===== config.mk =====
export PLATFORM = sky130hd
export DESIGN_NAME = serial_comparator_seq_flat
export DESIGN_NICKNAME = d
export VERILOG_FILES = /design/src/rtl/serial_comparator_seq_if.sv /design/src/rtl/serial_comparator_seq.sv /design/src/flat_wrapper.sv
export SDC_FILE = /design/constraint.sdc
export NUM_CORES = 1
export LEC_CHECK = 0
export BUFFER_PORTS_ARGS = -buffer_cell sky130_fd_sc_hd__clkbuf_2
export CORE_UTILIZATION = 57
export CTS_CLUSTER_SIZE = 25
export DETAILED_ROUTE_END_ITERATION = 16
export GPL_ROUTABILITY_DRIVEN = 1
export HOLD_SLACK_MARGIN = 0.03
export PLACE_DENSITY = 0.83
export SETUP_SLACK_MARGIN = 0.02
export SYNTH_ARGS = -nofsm -noshare
export SYNTH_HDL_FRONTEND = slang
export SYNTH_SLANG_ARGS = --single-unit
export TNS_END_PERCENT = 30

===== constraint.sdc =====
create_clock -name clk_i -period 3.77 [get_ports clk_i]
set_input_delay 0.377 -clock clk_i [delete_from_list [all_inputs] [get_ports clk_i]]
set_output_delay 0.377 -clock clk_i [all_outputs]
set_load 0.005 [all_outputs]

===== src/rtl/serial_comparator_seq_if.sv =====
// Handshake and operand/result bus for serial_comparator_seq.
// The master is the controller that requests a comparison. The slave is the comparator.
interface serial_comparator_seq_if #(
  parameter int WIDTH = 12
);
  logic             start;
  logic [WIDTH-1:0] A;
  logic [WIDTH-1:0] B;
  logic             busy;
  logic             done;
  logic             lt;
  logic             et;
  logic             gt;

  modport master (
    output start, A, B,
    input  busy, done, lt, et, gt
  );

  modport slave (
    input  start, A, B,
    output busy, done, lt, et, gt
  );
endinterface


===== src/rtl/serial_comparator_seq.sv =====
// Multi-cycle unsigned magnitude comparator. It walks the operands in 3-bit
// slices, starting with the most significant slice, and handles one slice per clock.
// The l/e/g flags carry from slice to slice, the same way they ripple through a
// cascade of 3-bit comparator stages.
// Optional feature: define SERIAL_COMPARATOR_SEQ_EARLY_EXIT_EN to finish on
// the first differing slice. Without it the latency is always NSLICE cycles.
//
//   state | meaning
//   IDLE  | waiting for start; result outputs hold the last result
//   RUN   | comparing slice[cnt_q]; counting down towards slice 0
//   DONE  | one-cycle done pulse; result outputs valid
module serial_comparator_seq #(
  parameter  int WIDTH  = 12,
  localparam int NSLICE = (WIDTH + 2) / 3
) (
  input  logic                      clk_i,
  input  logic                      nrst_i,
  serial_comparator_seq_if.slave    bus
);
  localparam int PW = 3 * NSLICE;
  localparam int CW = (NSLICE > 1) ? $clog2(NSLICE) : 1;

  typedef enum logic [1:0] {
    IDLE = 2'd0,
    RUN  = 2'd1,
    DONE = 2'd2
  } state_t;

  state_t          state_q, state_d;
  logic [CW-1:0]   cnt_q, cnt_d;
  logic [PW-1:0]   a_q, a_d;
  logic [PW-1:0]   b_q, b_d;
  logic            l_q, l_d, e_q, e_d, g_q, g_d;
  logic            lt_q, lt_d, et_q, et_d, gt_q, gt_d;
  logic [2:0]      sa, sb;

  assign sa = a_q[3*cnt_q +: 3];
  assign sb = b_q[3*cnt_q +: 3];

  // Next-state, operand capture and slice evaluation
  always_comb begin
    state_d = state_q;
    cnt_d   = cnt_q;
    a_d     = a_q;
    b_d     = b_q;
    l_d     = l_q;
    e_d     = e_q;
    g_d     = g_q;
    lt_d    = lt_q;
    et_d    = et_q;
    gt_d    = gt_q;
    case (state_q)
      IDLE: begin
        if (bus.start) begin
          state_d = RUN;
          a_d     = PW'(bus.A);
          b_d     = PW'(bus.B);
          cnt_d   = CW'(NSLICE - 1);
          l_d     = 1'b0;
          e_d     = 1'b1;
          g_d     = 1'b0;
          lt_d    = 1'b0;
          et_d    = 1'b0;
          gt_d    = 1'b0;
        end
      end
      RUN: begin
        // The first differing slice decides the result. After that, e=0 freezes the flags.
        if (e_q && (sa != sb)) begin
          l_d = (sa < sb);
          g_d = (sa > sb);
          e_d = 1'b0;
        end
`ifdef SERIAL_COMPARATOR_SEQ_EARLY_EXIT_EN
        if (e_q && (sa != sb)) begin
          state_d = DONE;
          lt_d    = (sa < sb);
          et_d    = 1'b0;
          gt_d    = (sa > sb);
        end else if (cnt_q == '0) begin
          state_d = DONE;
          lt_d    = l_d;
          et_d    = e_d;
          gt_d    = g_d;
        end else begin
          cnt_d = cnt_q - 1'b1;
        end
`else
        if (cnt_q == '0) begin
          state_d = DONE;
          lt_d    = l_d;
          et_d    = e_d;
          gt_d    = g_d;
        end else begin
          cnt_d = cnt_q - 1'b1;
        end
`endif
      end
      DONE:    state_d = IDLE;
      default: state_d = IDLE;
    endcase
  end

  // State and datapath registers with synchronous active-low reset
  always_ff @(posedge clk_i) begin
    if (!nrst_i) begin
      state_q <= IDLE;
      cnt_q   <= '0;
      a_q     <= '0;
      b_q     <= '0;
      l_q     <= 1'b0;
      e_q     <= 1'b0;
      g_q     <= 1'b0;
      lt_q    <= 1'b0;
      et_q    <= 1'b0;
      gt_q    <= 1'b0;
    end else begin
      state_q <= state_d;
      cnt_q   <= cnt_d;
      a_q     <= a_d;
      b_q     <= b_d;
      l_q     <= l_d;
      e_q     <= e_d;
      g_q     <= g_d;
      lt_q    <= lt_d;
      et_q    <= et_d;
      gt_q    <= gt_d;
    end
  end

  assign bus.busy = (state_q != IDLE);
  assign bus.done = (state_q == DONE);
  assign bus.lt   = lt_q;
  assign bus.et   = et_q;
  assign bus.gt   = gt_q;
endmodule


===== src/flat_wrapper.sv =====
// flat-port wrapper written by rule: the top's interface ports become plain ports
module serial_comparator_seq_flat 
#(
  parameter  int WIDTH  = 12,
  localparam int NSLICE = (WIDTH + 2) / 3
)
  (clk_i, nrst_i, bus_start, bus_A, bus_B, bus_busy, bus_done, bus_lt, bus_et, bus_gt);
  serial_comparator_seq_if #(.WIDTH(WIDTH)) bus_i ();
  input  logic clk_i;
  input  logic nrst_i;
  input wire logic [$bits(bus_i.start)-1:0] bus_start;
  input wire logic [$bits(bus_i.A)-1:0] bus_A;
  input wire logic [$bits(bus_i.B)-1:0] bus_B;
  output wire logic [$bits(bus_i.busy)-1:0] bus_busy;
  output wire logic [$bits(bus_i.done)-1:0] bus_done;
  output wire logic [$bits(bus_i.lt)-1:0] bus_lt;
  output wire logic [$bits(bus_i.et)-1:0] bus_et;
  output wire logic [$bits(bus_i.gt)-1:0] bus_gt;
  assign bus_i.start = bus_start;
  assign bus_i.A = bus_A;
  assign bus_i.B = bus_B;
  assign bus_busy = bus_i.busy;
  assign bus_done = bus_i.done;
  assign bus_lt = bus_i.lt;
  assign bus_et = bus_i.et;
  assign bus_gt = bus_i.gt;
  serial_comparator_seq #(.WIDTH(WIDTH)) u_core (.clk_i(clk_i), .nrst_i(nrst_i), .bus(bus_i));
endmodule

# After elaboration in Yosys (flattened, before gate mapping)

Index checks and enable logic that the tools add are counted.

Add/sub/neg operators: 1
$mul: 1
Divide/modulo/power cells: 0
$lt $le $gt $ge: 2
Equality and inequality tests: 6
Shifts and indexed selects: 2
Mux-type cells: 20
Bitwise operators: 0
Reduce and logical (&&, ||, !) cells: 10

Operators with widths:

| kind                  | number |
|---|---|
| $shiftx A12 B5 Y3     | 2 |
| $pmux W1 S2           | 6 |
| $mux W1               | 8 |
| $mux W2               | 4 |
| $pmux W2 S2           | 2 |
| $reduce_and A2 Y1     | 3 |
| $reduce_and A3 Y1     | 2 |
| $logic_not A2 Y1      | 2 |
| $mul A2 B2 Y4 const A | 1 |
| $ne A2 B2 Y1 const B  | 2 |
| $reduce_bool A2 Y1    | 2 |
| $gt A3 B3 Y1          | 1 |
| $lt A3 B3 Y1          | 1 |
| $ne A3 B3 Y1          | 1 |
| $eq A2 B1 Y1 const B  | 1 |
| $eq A2 B2 Y1 const B  | 1 |
| $ne A2 B1 Y1 const B  | 1 |
| $sub A2 B1 Y2 const B | 1 |
| $logic_and A1 B1 Y1   | 1 |

Bits in registers: 34
Bits in latches: 0
Memory bits (writable): 0
ROM bits: 0
Input bits: 27
Output and inout bits: 5
Word-level logic and storage cells: 52
Memories: 0

# Depth between registers and ports, before layout

Gate-level depths: netlist (run 1).

Depth after elaboration: 7
Gate-level depth with buffers: 8
Mapped depth without buffers: 7

# Least setup slack after synthesis (run 1)

No wires, ideal clock.

Path kind: register to register
From: register u_core.cnt_q[0]
To: register u_core.lt_q, in the netlist u_core.bus.lt
Library setup time: 0.095 ns
Arrival time: 2.074 ns
Data required time: 3.675 ns
Slack: 1.601 ns
Stages on the path, launching flop included: 8
Buffers on the path: 1
Period minus slack after synthesis: 2.169 ns
Cells stage by stage: dfxtp_1 buf_2 mux4_2 ha_1 a21oi_1 nand2_1 or2_2 a221oi_1

Longest elaborated chain between the ends: 7
Elaborated cells on any way between the ends: 12
Those cells by class: mul (1); order compare (1); eq/ne (2); shift (2); mux (3); reduce/logical (3)

Ends and longest elaborated chain:

| what                                                  | line                         | source |
|---|---|---|
| from (decl)                                           | serial_comparator_seq.sv:30  | `logic [CW-1:0] cnt_q, cnt_d;` |
| from (signal assigned)                                | serial_comparator_seq.sv:119 | `cnt_q <= cnt_d;` |
| branches (longest 7 deep; another with $mul A2 B2 Y4) | -                            |  |
| to (signal assigned)                                  | serial_comparator_seq.sv:125 | `lt_q <= lt_d;` |
| to (decl)                                             | serial_comparator_seq.sv:34  | `logic lt_q, lt_d, et_q, et_d, gt_q, gt_d;` |

Several ways; the timed one is not identified. The select of a mux whose other input is x is not followed.
A chain may end at the register's enable or synchronous reset.

# Worst setup path in the final report (run 1)

Same ends and word-level chain as after synthesis.

==> report_table.html, run 1 <==
<table>
<tr><th>Metric</th><th>Value</th></tr>
<tr><th colspan="2">Placed design</th></tr>
<tr><td>Port Buffers</td><td>31</td></tr>
<tr><td>Detailed-placement wirelength estimate</td><td>2170 um</td></tr>
<tr><td>Placer's final routability congestion estimate</td><td>0.811</td></tr>
<tr><td>Worst-case setup slack after placement</td><td>1.35 ns</td></tr>
<tr><td>Post-place instance area</td><td>1660 um^2</td></tr>
<tr><th colspan="2">Global route</th></tr>
<tr><td>Global Route met2 Usage</td><td>40.2%</td></tr>
<tr><td>Via count of the first global-routing pass</td><td>1180</td></tr>
<tr><td>Wire length of the first global-routing pass</td><td>4890 um</td></tr>
<tr><td>Layer carrying the most global-route usage</td><td>met2</td></tr>
<tr><td>Met1 Usage GRT</td><td>28.1%</td></tr>
<tr><td>Number of antenna violations at the first check in global routing</td><td>0</td></tr>
<tr><td>Global-route met3 utilization</td><td>7.22%</td></tr>
<tr><td>Total routing resource utilization after global routing</td><td>24.0%</td></tr>
<tr><td>Maximum number of pins on one net before global-route repair</td><td>33</td></tr>
<tr><td>Remaining Overflow, GRT</td><td>0</td></tr>
<tr><th colspan="2">Clocking</th></tr>
<tr><td>Hold Buf Count CTS</td><td>0</td></tr>
<tr><td>TritonCTS clock tree</td><td>done</td></tr>
<tr><td>Post-CTS setup-driven buffer insertion count</td><td>0</td></tr>
<tr><td>CTS HTree Levels</td><td>2</td></tr>
<tr><td>Largest buffer count on any clock path</td><td>2</td></tr>
<tr><td>Clock latency on the worst-skew pair</td><td>roughly 0.33 ns</td></tr>
<tr><td>Number of clock sinks</td><td>34</td></tr>
<tr><td>Clock buffers created by TritonCTS</td><td>5</td></tr>
<tr><td>CTS-repair resized insts</td><td>0</td></tr>
<tr><td>Clock-pin slew on the worst setup and hold paths</td><td>0.09 ns</td></tr>
<tr><td>Clock Root Buffer</td><td>clkbuf_4</td></tr>
<tr><th colspan="2">Timing</th></tr>
<tr><td>Worst path setup slack after routing</td><td>1.35 ns</td></tr>
<tr><td>Final-report setup violation count</td><td>0</td></tr>
<tr><td>Setup repair after global routing missed its margin</td><td>false</td></tr>
<tr><td>Number of hold violations in the final report</td><td>0</td></tr>
<tr><td>Share of the clock period used by the worst path</td><td>approximately 64%</td></tr>
<tr><td>Pin slew with the least headroom to its limit</td><td>0.969 ns</td></tr>
<tr><td>Setup skew after layout</td><td>between 0.003 and 0.004 ns</td></tr>
<tr><td>Number of slew-limit violations in the final report</td><td>0</td></tr>
<tr><td>Final period demand of the worst path</td><td>around 2.4 ns</td></tr>
<tr><td>Fin Setup TNS</td><td>0 ns</td></tr>
<tr><td>Relative slew margins</td><td>35.3%</td></tr>
<tr><td>Timing-limited maximum frequency</td><td>0.413 GHz</td></tr>
<tr><th colspan="2">Drt</th></tr>
<tr><td>Drt first pass iters</td><td>4</td></tr>
<tr><td>Sum of routed wire length over all layers</td><td>3010 um</td></tr>
<tr><td>Per-cell via count in the routed design</td><td>5.57</td></tr>
<tr><td>Count of unresolved DRC violations after routing</td><td>0</td></tr>
<tr><td>Number of nets still failing antenna checks after routing</td><td>0</td></tr>
<tr><td>Routed length per placed instance</td><td>12.8 um</td></tr>
<tr><td>Violation count after the first detailed-routing iteration</td><td>24</td></tr>
<tr><td>Via Count</td><td>1314</td></tr>
<tr><th colspan="2">Floorplanning</th></tr>
<tr><td>I/O Pins</td><td>32</td></tr>
<tr><td>Overall die width</td><td>around 54 um</td></tr>
<tr><td>Core Rows</td><td>18</td></tr>
<tr><td>Core Area</td><td>2520 um^2</td></tr>
<tr><td>Height of the die</td><td>54.2 um</td></tr>
<tr><td>Starting density of the core</td><td>61.6%</td></tr>
<tr><td>Floorplan die area</td><td>2940 um^2</td></tr>
<tr><th colspan="2">Power</th></tr>
<tr><td>Leakage power</td><td>0.710 nW</td></tr>
<tr><td>Worst-case vdd ir drop</td><td>0.347 mV</td></tr>
<tr><td>Pwr dens</td><td>roughly 440 nW/um^2</td></tr>
<tr><th colspan="2">Finish</th></tr>
<tr><td>Fraction of final layout cells with drive strength greater than 1</td><td>around a quarter</td></tr>
<tr><td>Total Nets Final</td><td>approximately 240</td></tr>
<tr><td>Diodes inserted</td><td>0</td></tr>
<tr><td>Fillers</td><td>between 200 and 250</td></tr>
<tr><td>Highest-count cells in the layout ignoring fill and taps</td><td>53 x nand2_1, 34 x dfxtp_1, 31 x clkbuf_2</td></tr>
<tr><td>Post-Route Utilization</td><td>67.8%</td></tr>
<tr><td>Most common cell after layout, fill and taps aside</td><td>nand2_1</td></tr>
<tr><td>Final design instance area without fill</td><td>1710 um^2</td></tr>
<tr><td>Area Overhead vs Synth</td><td>10.1%</td></tr>
<tr><th colspan="2">Setup path</th></tr>
<tr><td>CP required</td><td>4.00 ns</td></tr>
<tr><td>Type of element launching the critical path</td><td>flip-flop</td></tr>
<tr><td>Crit path max fanout</td><td>9</td></tr>
<tr><td>Critical path type</td><td>flip-flop to flip-flop</td></tr>
<tr><td>Data arrival at the endpoint of the critical path</td><td>2.65 ns</td></tr>
<tr><td>Sort of element at the end of the critical path</td><td>flip-flop</td></tr>
<tr><th colspan="2">Yosys</th></tr>
<tr><td>Number of unique standard cell types used by synthesis</td><td>28</td></tr>
<tr><td>Syn_area_per_cell</td><td>8.59 um^2</td></tr>
<tr><td>Post-synthesis register bit count</td><td>34</td></tr>
<tr><td>Sequential share of the synthesized area</td><td>43.8%</td></tr>
<tr><td>Synthesized instance count</td><td>181</td></tr>
<tr><td>Syn Nets</td><td>212</td></tr>
<tr><td>Synthesized area</td><td>1550 um^2</td></tr>
<tr><td>Yosys warns</td><td>0</td></tr>
<tr><th colspan="2">Run status</th></tr>
<tr><td>Result of the run</td><td>finished, final reports clean</td></tr>
<tr><th colspan="2">Min path</th></tr>
<tr><td>Class of the tightest hold or removal check</td><td>primary input to flip-flop</td></tr>
<tr><th colspan="2">Run</th></tr>
<tr><td>Max-capacitance violation count</td><td>0</td></tr>
</table>
cell type report:
| class | count | area [um^2] | area share, % |
|---|---|---|---|
| multi-input combinational | 127 | 756 | 44.2 |
| timing repair buffer | 31 | 155 | 9.07 |
| sequential | 34 | 681 | 39.8 |
| clock buffer | 6 | 51.3 | 3.00 |
| inverter | 8 | 30.0 | 1.76 |
| tap | 30 | 37.5 | 2.19 |
critical path: stages (launching register included):
cell and delay [ns]:
dfxtp_1 0.60, mux4_2 0.56, ha_1 0.35, a21oi_1 0.14, nand2_1 0.11, or2_2 0.30, a221oi_1 0.26
state kept, by name, summed over array words and instances (netlist names):
signal,count
u_core.bus.gt,1
u_core.g_q,1
u_core.cnt_q,2
u_core.e_q,1
u_core.bus.et,1
u_core.a_q,12
u_core.bus.lt,1
u_core.state_q,2
u_core.b_q,12
u_core.l_q,1
through the flow:
stage	total power [W]	cells	hold slack, ns
after floorplan	0.000535	181	0.433
after global placement	0.000558	230	0.447
after detailed placement	0.000567	230	0.449
after CTS	0.000758	236	0.248
after global routing	0.000797	236	0.238
final	0.000754	236	0.259
cells in the mapped netlist (all sizes together):
cell type  instances  area [um^2]
a211oi             2         15.0
a21boi             1         7.51
a21oi             28          144
a221oi             2         17.5
and3               1         6.26
buf                8         72.6
clkbuf             4         15.0
dfxtp             34          681
ha                 4         50.1
inv                8         30.0
mux2               1         11.3
mux2i              2         20.0
mux4               6          135
nand2             53          199
nand2b             1         6.26
nand3              1         5.00
nand3b             2         15.0
nor2              10         37.5
nor2b              2         12.5
nor3               2         21.3
o21ai              5         25.0
or2                2         12.5
or3                1         6.26
or3b               1         8.76
power by group:
group | internal (W) | switching, W | total, W
logic | 0.0000690 | 0.0000797 | 0.000149
registers | 0.000385 | 0.0000247 | 0.000410
clock network | 0.0000840 | 0.000111 | 0.000195
total | 0.000538 | 0.000215 | 0.000754
path summary, 6_finish.rpt:
check	start	end	slack, ns	cells past startpoint
worst max-delay path	u_core.cnt_q[0]$_SDFFE_PN0P_	u_core.bus.lt$_SDFFE_PN0P_	1.35	6
worst min-delay path	bus_A[0]	u_core.a_q[0]$_SDFFE_PN0P_	0.26	3
worst max register to register	u_core.cnt_q[0]$_SDFFE_PN0P_	u_core.bus.lt$_SDFFE_PN0P_	1.35	6
worst min register to register	u_core.b_q[3]$_SDFFE_PN0P_	u_core.b_q[3]$_SDFFE_PN0P_	0.47	2
per-layer routing:
| metal | part of all wire [%] | up-vias | wire [um] |
|---|---|---|---|
| met5 | 0 | - | 0 |
| met4 | 1.4 | 0 | 42 |
| met3 | 5.0 | 5 | 151 |
| met2 | 51 | 37 | 1540 |
| met1 | 42 | 615 | 1280 |
| li1 | - | 657 | - |
kinds of logic after synthesis:
kind of cell / Yosys count / synth area share [%]
muxes: 9 / 10.7
DFF: 34 / 43.8
and+or+nand+nor: 76 / 21.3
adders and majority gates: 4 / 3.22
buffers and inverters: 20 / 7.57
AOI/OAI and AO/OA: 38 / 13.4
Note: power is estimated with default switching activity, not from simulation.
==> run 2, diff against run 1 <==
- CORE_UTILIZATION: 57 -> 53
- PLACE_DENSITY: 0.83 -> 0.78
- clock period: 3.77 -> 2.5 ns (I/O delays scaled with it)
==> run 2 against run 1 <==
  * Critical path type unchanged
  * Die area grew 7.3%
  * Non-clock buffer count grew 2
  * Fmax grew 6.1%
  * First-iteration DRC count grew 42%
  * Sequential share of layout area shrank 0.33 points
  * Flip-flop and latch count is the same
  * Largest cell class unchanged
  * Cell count grew 1.3%
  * Core utilization shrank 5.1 points
==> report_table.html, run 2 (same netlist as run 1, synthesis figures left out) <==
<table>
<tr><th>Metric</th><th>Value</th></tr>
<tr><th colspan="2">Timing</th></tr>
<tr><td>Setup repair after global routing missed its margin</td><td>false (unchanged)</td></tr>
<tr><td>Number of hold violations in the final report</td><td>0 (unchanged)</td></tr>
<tr><td>Pin slew with the least headroom to its limit</td><td>0.973 ns (was 0.969 ns)</td></tr>
<tr><td>Relative slew margins</td><td>35.1% (was 35.3%)</td></tr>
<tr><td>Final-report setup violation count</td><td>0 (unchanged)</td></tr>
<tr><td>Share of the clock period used by the worst path</td><td>91.3% (was 64.2%)</td></tr>
<tr><td>Fin Setup TNS</td><td>0 ns (unchanged)</td></tr>
<tr><td>Number of slew-limit violations in the final report</td><td>0 (unchanged)</td></tr>
<tr><td>Setup skew after layout</td><td>0.0132 ns (was 0.00315 ns)</td></tr>
<tr><td>Final period demand of the worst path</td><td>2.28 ns (was 2.42 ns)</td></tr>
<tr><td>Timing-limited maximum frequency</td><td>0.438 GHz (was 0.413 GHz)</td></tr>
<tr><th colspan="2">Setup path</th></tr>
<tr><td>CP required</td><td>2.77 ns (was 4.00 ns)</td></tr>
<tr><td>Worst-case reg-to-reg path depth</td><td>8 (was 6)</td></tr>
<tr><td>Critical path type</td><td>flip-flop to flip-flop (unchanged)</td></tr>
<tr><td>Delay of the slowest cell on the worst path</td><td>0.49 ns (was 0.60 ns)</td></tr>
<tr><td>Data arrival at the endpoint of the critical path</td><td>2.56 ns (was 2.65 ns)</td></tr>
<tr><td>Most common cell type on the critical path</td><td>nor2_1</td></tr>
<tr><td>Bufs and invs on worst path</td><td>2 (was 0)</td></tr>
<tr><td>Critical-path cell with the highest stage delay</td><td>mux4_2 (was dfxtp_1)</td></tr>
<tr><td>Logic depth of the worst path, buffers included</td><td>8 (was 6)</td></tr>
<tr><td>Crit path max fanout</td><td>7 (was 9)</td></tr>
<tr><td>Sort of element at the end of the critical path</td><td>flip-flop (unchanged)</td></tr>
<tr><td>Family with the most delay on the worst path</td><td>multiplexers (was flip-flops)</td></tr>
<tr><td>Type of element launching the critical path</td><td>flip-flop (unchanged)</td></tr>
<tr><td>Cell chain of the critical path</td><td>buf_4 &gt; mux4_2 &gt; inv_1 &gt; ha_1 &gt; and3_1 &gt; nor2_1 &gt; mux2_2 &gt; nor2_1 (was mux4_2 &gt; ha_1 &gt; a21oi_1 &gt; nand2_1 &gt; or2_2 &gt; a221oi_1)</td></tr>
<tr><th colspan="2">Run</th></tr>
<tr><td>Max-capacitance violation count</td><td>0 (unchanged)</td></tr>
<tr><th colspan="2">Placed design</th></tr>
<tr><td>Port Buffers</td><td>31 (unchanged)</td></tr>
<tr><td>Detailed-placement wirelength estimate</td><td>2170 um (about the same)</td></tr>
<tr><td>Placer's final routability congestion estimate</td><td>0.788 (was 0.811)</td></tr>
<tr><th colspan="2">Floorplanning</th></tr>
<tr><td>Height of the die</td><td>56.2 um (was 54.2 um)</td></tr>
<tr><td>I/O Pins</td><td>32 (unchanged)</td></tr>
<tr><td>Starting density of the core</td><td>56.4% (was 61.6%)</td></tr>
<tr><td>Floorplan die area</td><td>3150 um^2 (was 2940 um^2)</td></tr>
<tr><td>Core Area</td><td>2760 um^2 (was 2520 um^2)</td></tr>
<tr><td>Overall die width</td><td>56.2 um (was 54.2 um)</td></tr>
<tr><td>Core Rows</td><td>19 (was 18)</td></tr>
<tr><th colspan="2">Clocking</th></tr>
<tr><td>Clock-pin slew on the worst setup and hold paths</td><td>0.10 ns (was 0.09 ns)</td></tr>
<tr><td>Number of clock sinks</td><td>34 (unchanged)</td></tr>
<tr><td>Largest buffer count on any clock path</td><td>2 (unchanged)</td></tr>
<tr><td>Hold Buf Count CTS</td><td>0 (unchanged)</td></tr>
<tr><td>Clock buffers created by TritonCTS</td><td>5 (unchanged)</td></tr>
<tr><td>Clock latency on the worst-skew pair</td><td>0.34 ns (was 0.33 ns)</td></tr>
<tr><td>Clock Root Buffer</td><td>clkbuf_4 (unchanged)</td></tr>
<tr><td>TritonCTS clock tree</td><td>done (unchanged)</td></tr>
<tr><td>CTS HTree Levels</td><td>2 (unchanged)</td></tr>
<tr><th colspan="2">Finish</th></tr>
<tr><td>Area Overhead vs Synth</td><td>11.2% (was 10.1%)</td></tr>
<tr><td>Most common cell after layout, fill and taps aside</td><td>nand2_1 (unchanged)</td></tr>
<tr><td>Top flop regs</td><td>u_core.a_q x12, u_core.b_q x12 (unchanged)</td></tr>
<tr><td>Fillers</td><td>266 (was 231)</td></tr>
<tr><td>Total Nets Final</td><td>240 (was 238)</td></tr>
<tr><td>Fraction of final layout cells with drive strength greater than 1</td><td>24.5% (was 23.3%)</td></tr>
<tr><td>Diodes inserted</td><td>0 (unchanged)</td></tr>
<tr><td>Highest-count cells in the layout ignoring fill and taps</td><td>53 x nand2_1, 33 x dfxtp_1, 31 x clkbuf_2 (was 53 x nand2_1, 34 x dfxtp_1, 31 x clkbuf_2)</td></tr>
<tr><th colspan="2">Power</th></tr>
<tr><td>PnR Total Power</td><td>0.00114 W (was 0.000754 W)</td></tr>
<tr><td>Worst-case vdd ir drop</td><td>0.472 mV (was 0.347 mV)</td></tr>
<tr><td>Leakage power</td><td>0.720 nW (was 0.710 nW)</td></tr>
<tr><td>Pwr dens</td><td>660 nW/um^2 (was 441 nW/um^2)</td></tr>
<tr><th colspan="2">Global route</th></tr>
<tr><td>Number of antenna violations at the first check in global routing</td><td>0 (unchanged)</td></tr>
<tr><td>Total routing resource utilization after global routing</td><td>21.2% (was 24.0%)</td></tr>
<tr><td>Remaining Overflow, GRT</td><td>0 (unchanged)</td></tr>
<tr><td>Via count of the first global-routing pass</td><td>1250 (was 1180)</td></tr>
<tr><td>Wire length of the first global-routing pass</td><td>5120 um (was 4890 um)</td></tr>
<tr><td>Maximum number of pins on one net before global-route repair</td><td>33 (unchanged)</td></tr>
<tr><th colspan="2">Min path</th></tr>
<tr><td>Cell depth of the worst hold path</td><td>3 (unchanged)</td></tr>
<tr><td>Class of the tightest hold or removal check</td><td>primary input to flip-flop (unchanged)</td></tr>
<tr><th colspan="2">Drt</th></tr>
<tr><td>Number of nets still failing antenna checks after routing</td><td>0 (unchanged)</td></tr>
<tr><td>Sum of routed wire length over all layers</td><td>2970 um (was 3010 um)</td></tr>
<tr><td>Drt first pass iters</td><td>7 (was 4)</td></tr>
<tr><td>Violation count after the first detailed-routing iteration</td><td>34 (was 24)</td></tr>
<tr><td>Count of unresolved DRC violations after routing</td><td>0 (unchanged)</td></tr>
<tr><td>Per-cell via count in the routed design</td><td>5.44 (was 5.57)</td></tr>
<tr><td>Via Count</td><td>1300 (was 1314)</td></tr>
<tr><td>Routed length per placed instance</td><td>12.4 um (was 12.8 um)</td></tr>
<tr><th colspan="2">Run status</th></tr>
<tr><td>Result of the run</td><td>finished, final reports clean (unchanged)</td></tr>
</table>
-- run 2: cell types whose count changed in the layout (fill, tap and decap cells not counted) --
cell / previous run / this run
dfxtp_2: 0 / 1
buf_4: 0 / 2
dfxtp_1: 34 / 33
-- run 2: report_power, final --
part / leakage, nW / total (W) / switching, W / internal, W
clock: 0.0302 / 0.000291 / 0.000165 / 0.000127
sequential: 0.279 / 0.000614 / 0.0000319 / 0.000582
combinational: 0.411 / 0.000235 / 0.000127 / 0.000109
-- run 2: cell type report --
class,count,area [um^2],area share [%]
repair buffers,33,170,9.85
clock buffers,6,51.3,2.97
flip-flops and latches,34,682,39.5
well taps,31,38.8,2.24
multi-input cells,127,756,43.7
inverters,8,30.0,1.74
-- run 2: worst min-delay path: stages --
cell and delay, ns:
clkbuf_2 0.08, nand2_1 0.05, a21oi_1 0.05
-- run 2: what timing repair did --
action	CTS	global route
gates resized for setup	0	1
setup buffers	0	0
setup endpoints to repair	0	1
-- run 2: metrics by stage --
| step | utilization, % | hold slack [ns] | setup WS [ns] | cell area (um^2) | instances |
|---|---|---|---|---|---|
| final | 62.7 | 0.133 | 0.219 | 1730 | 239 |
| after global routing | 62.7 | 0.118 | 0.0665 | 1730 | 239 |
| after CTS | 62.6 | 0.122 | 0.162 | 1730 | 239 |
| after detailed placement | 60.8 | 0.446 | 0.187 | 1680 | 233 |
| after global placement | 60.8 | 0.446 | 0.274 | 1680 | 233 |
| after floorplan | - | 0.372 | 0.331 | 1550 | 181 |
-- run 2: routing by layer --
metal | routed length [um] | vias to the layer above | track usage [%]
li1 | - | 657 | -
met1 | 1320 | 600 | 24.1
met2 | 1430 | 35 | 35.5
met3 | 151 | 8 | 5.35
met4 | 66 | 0 | 13.2
met5 | 0 | - | 0
-- run 2: path summary, 6_finish.rpt --
| check | startpoint | endpoint | slack, ns |
|---|---|---|---|
| min reg2reg | u_core.b_q[1]$_SDFFE_PN0P_ | u_core.b_q[1]$_SDFFE_PN0P_ | 0.46 |
| min | bus_B[6] | u_core.b_q[6]$_SDFFE_PN0P_ | 0.13 |
| max reg2reg | u_core.cnt_q[0]$_SDFFE_PN0P_ | u_core.l_q$_SDFFE_PN0P_ | 0.22 |
| max | u_core.cnt_q[0]$_SDFFE_PN0P_ | u_core.l_q$_SDFFE_PN0P_ | 0.22 |
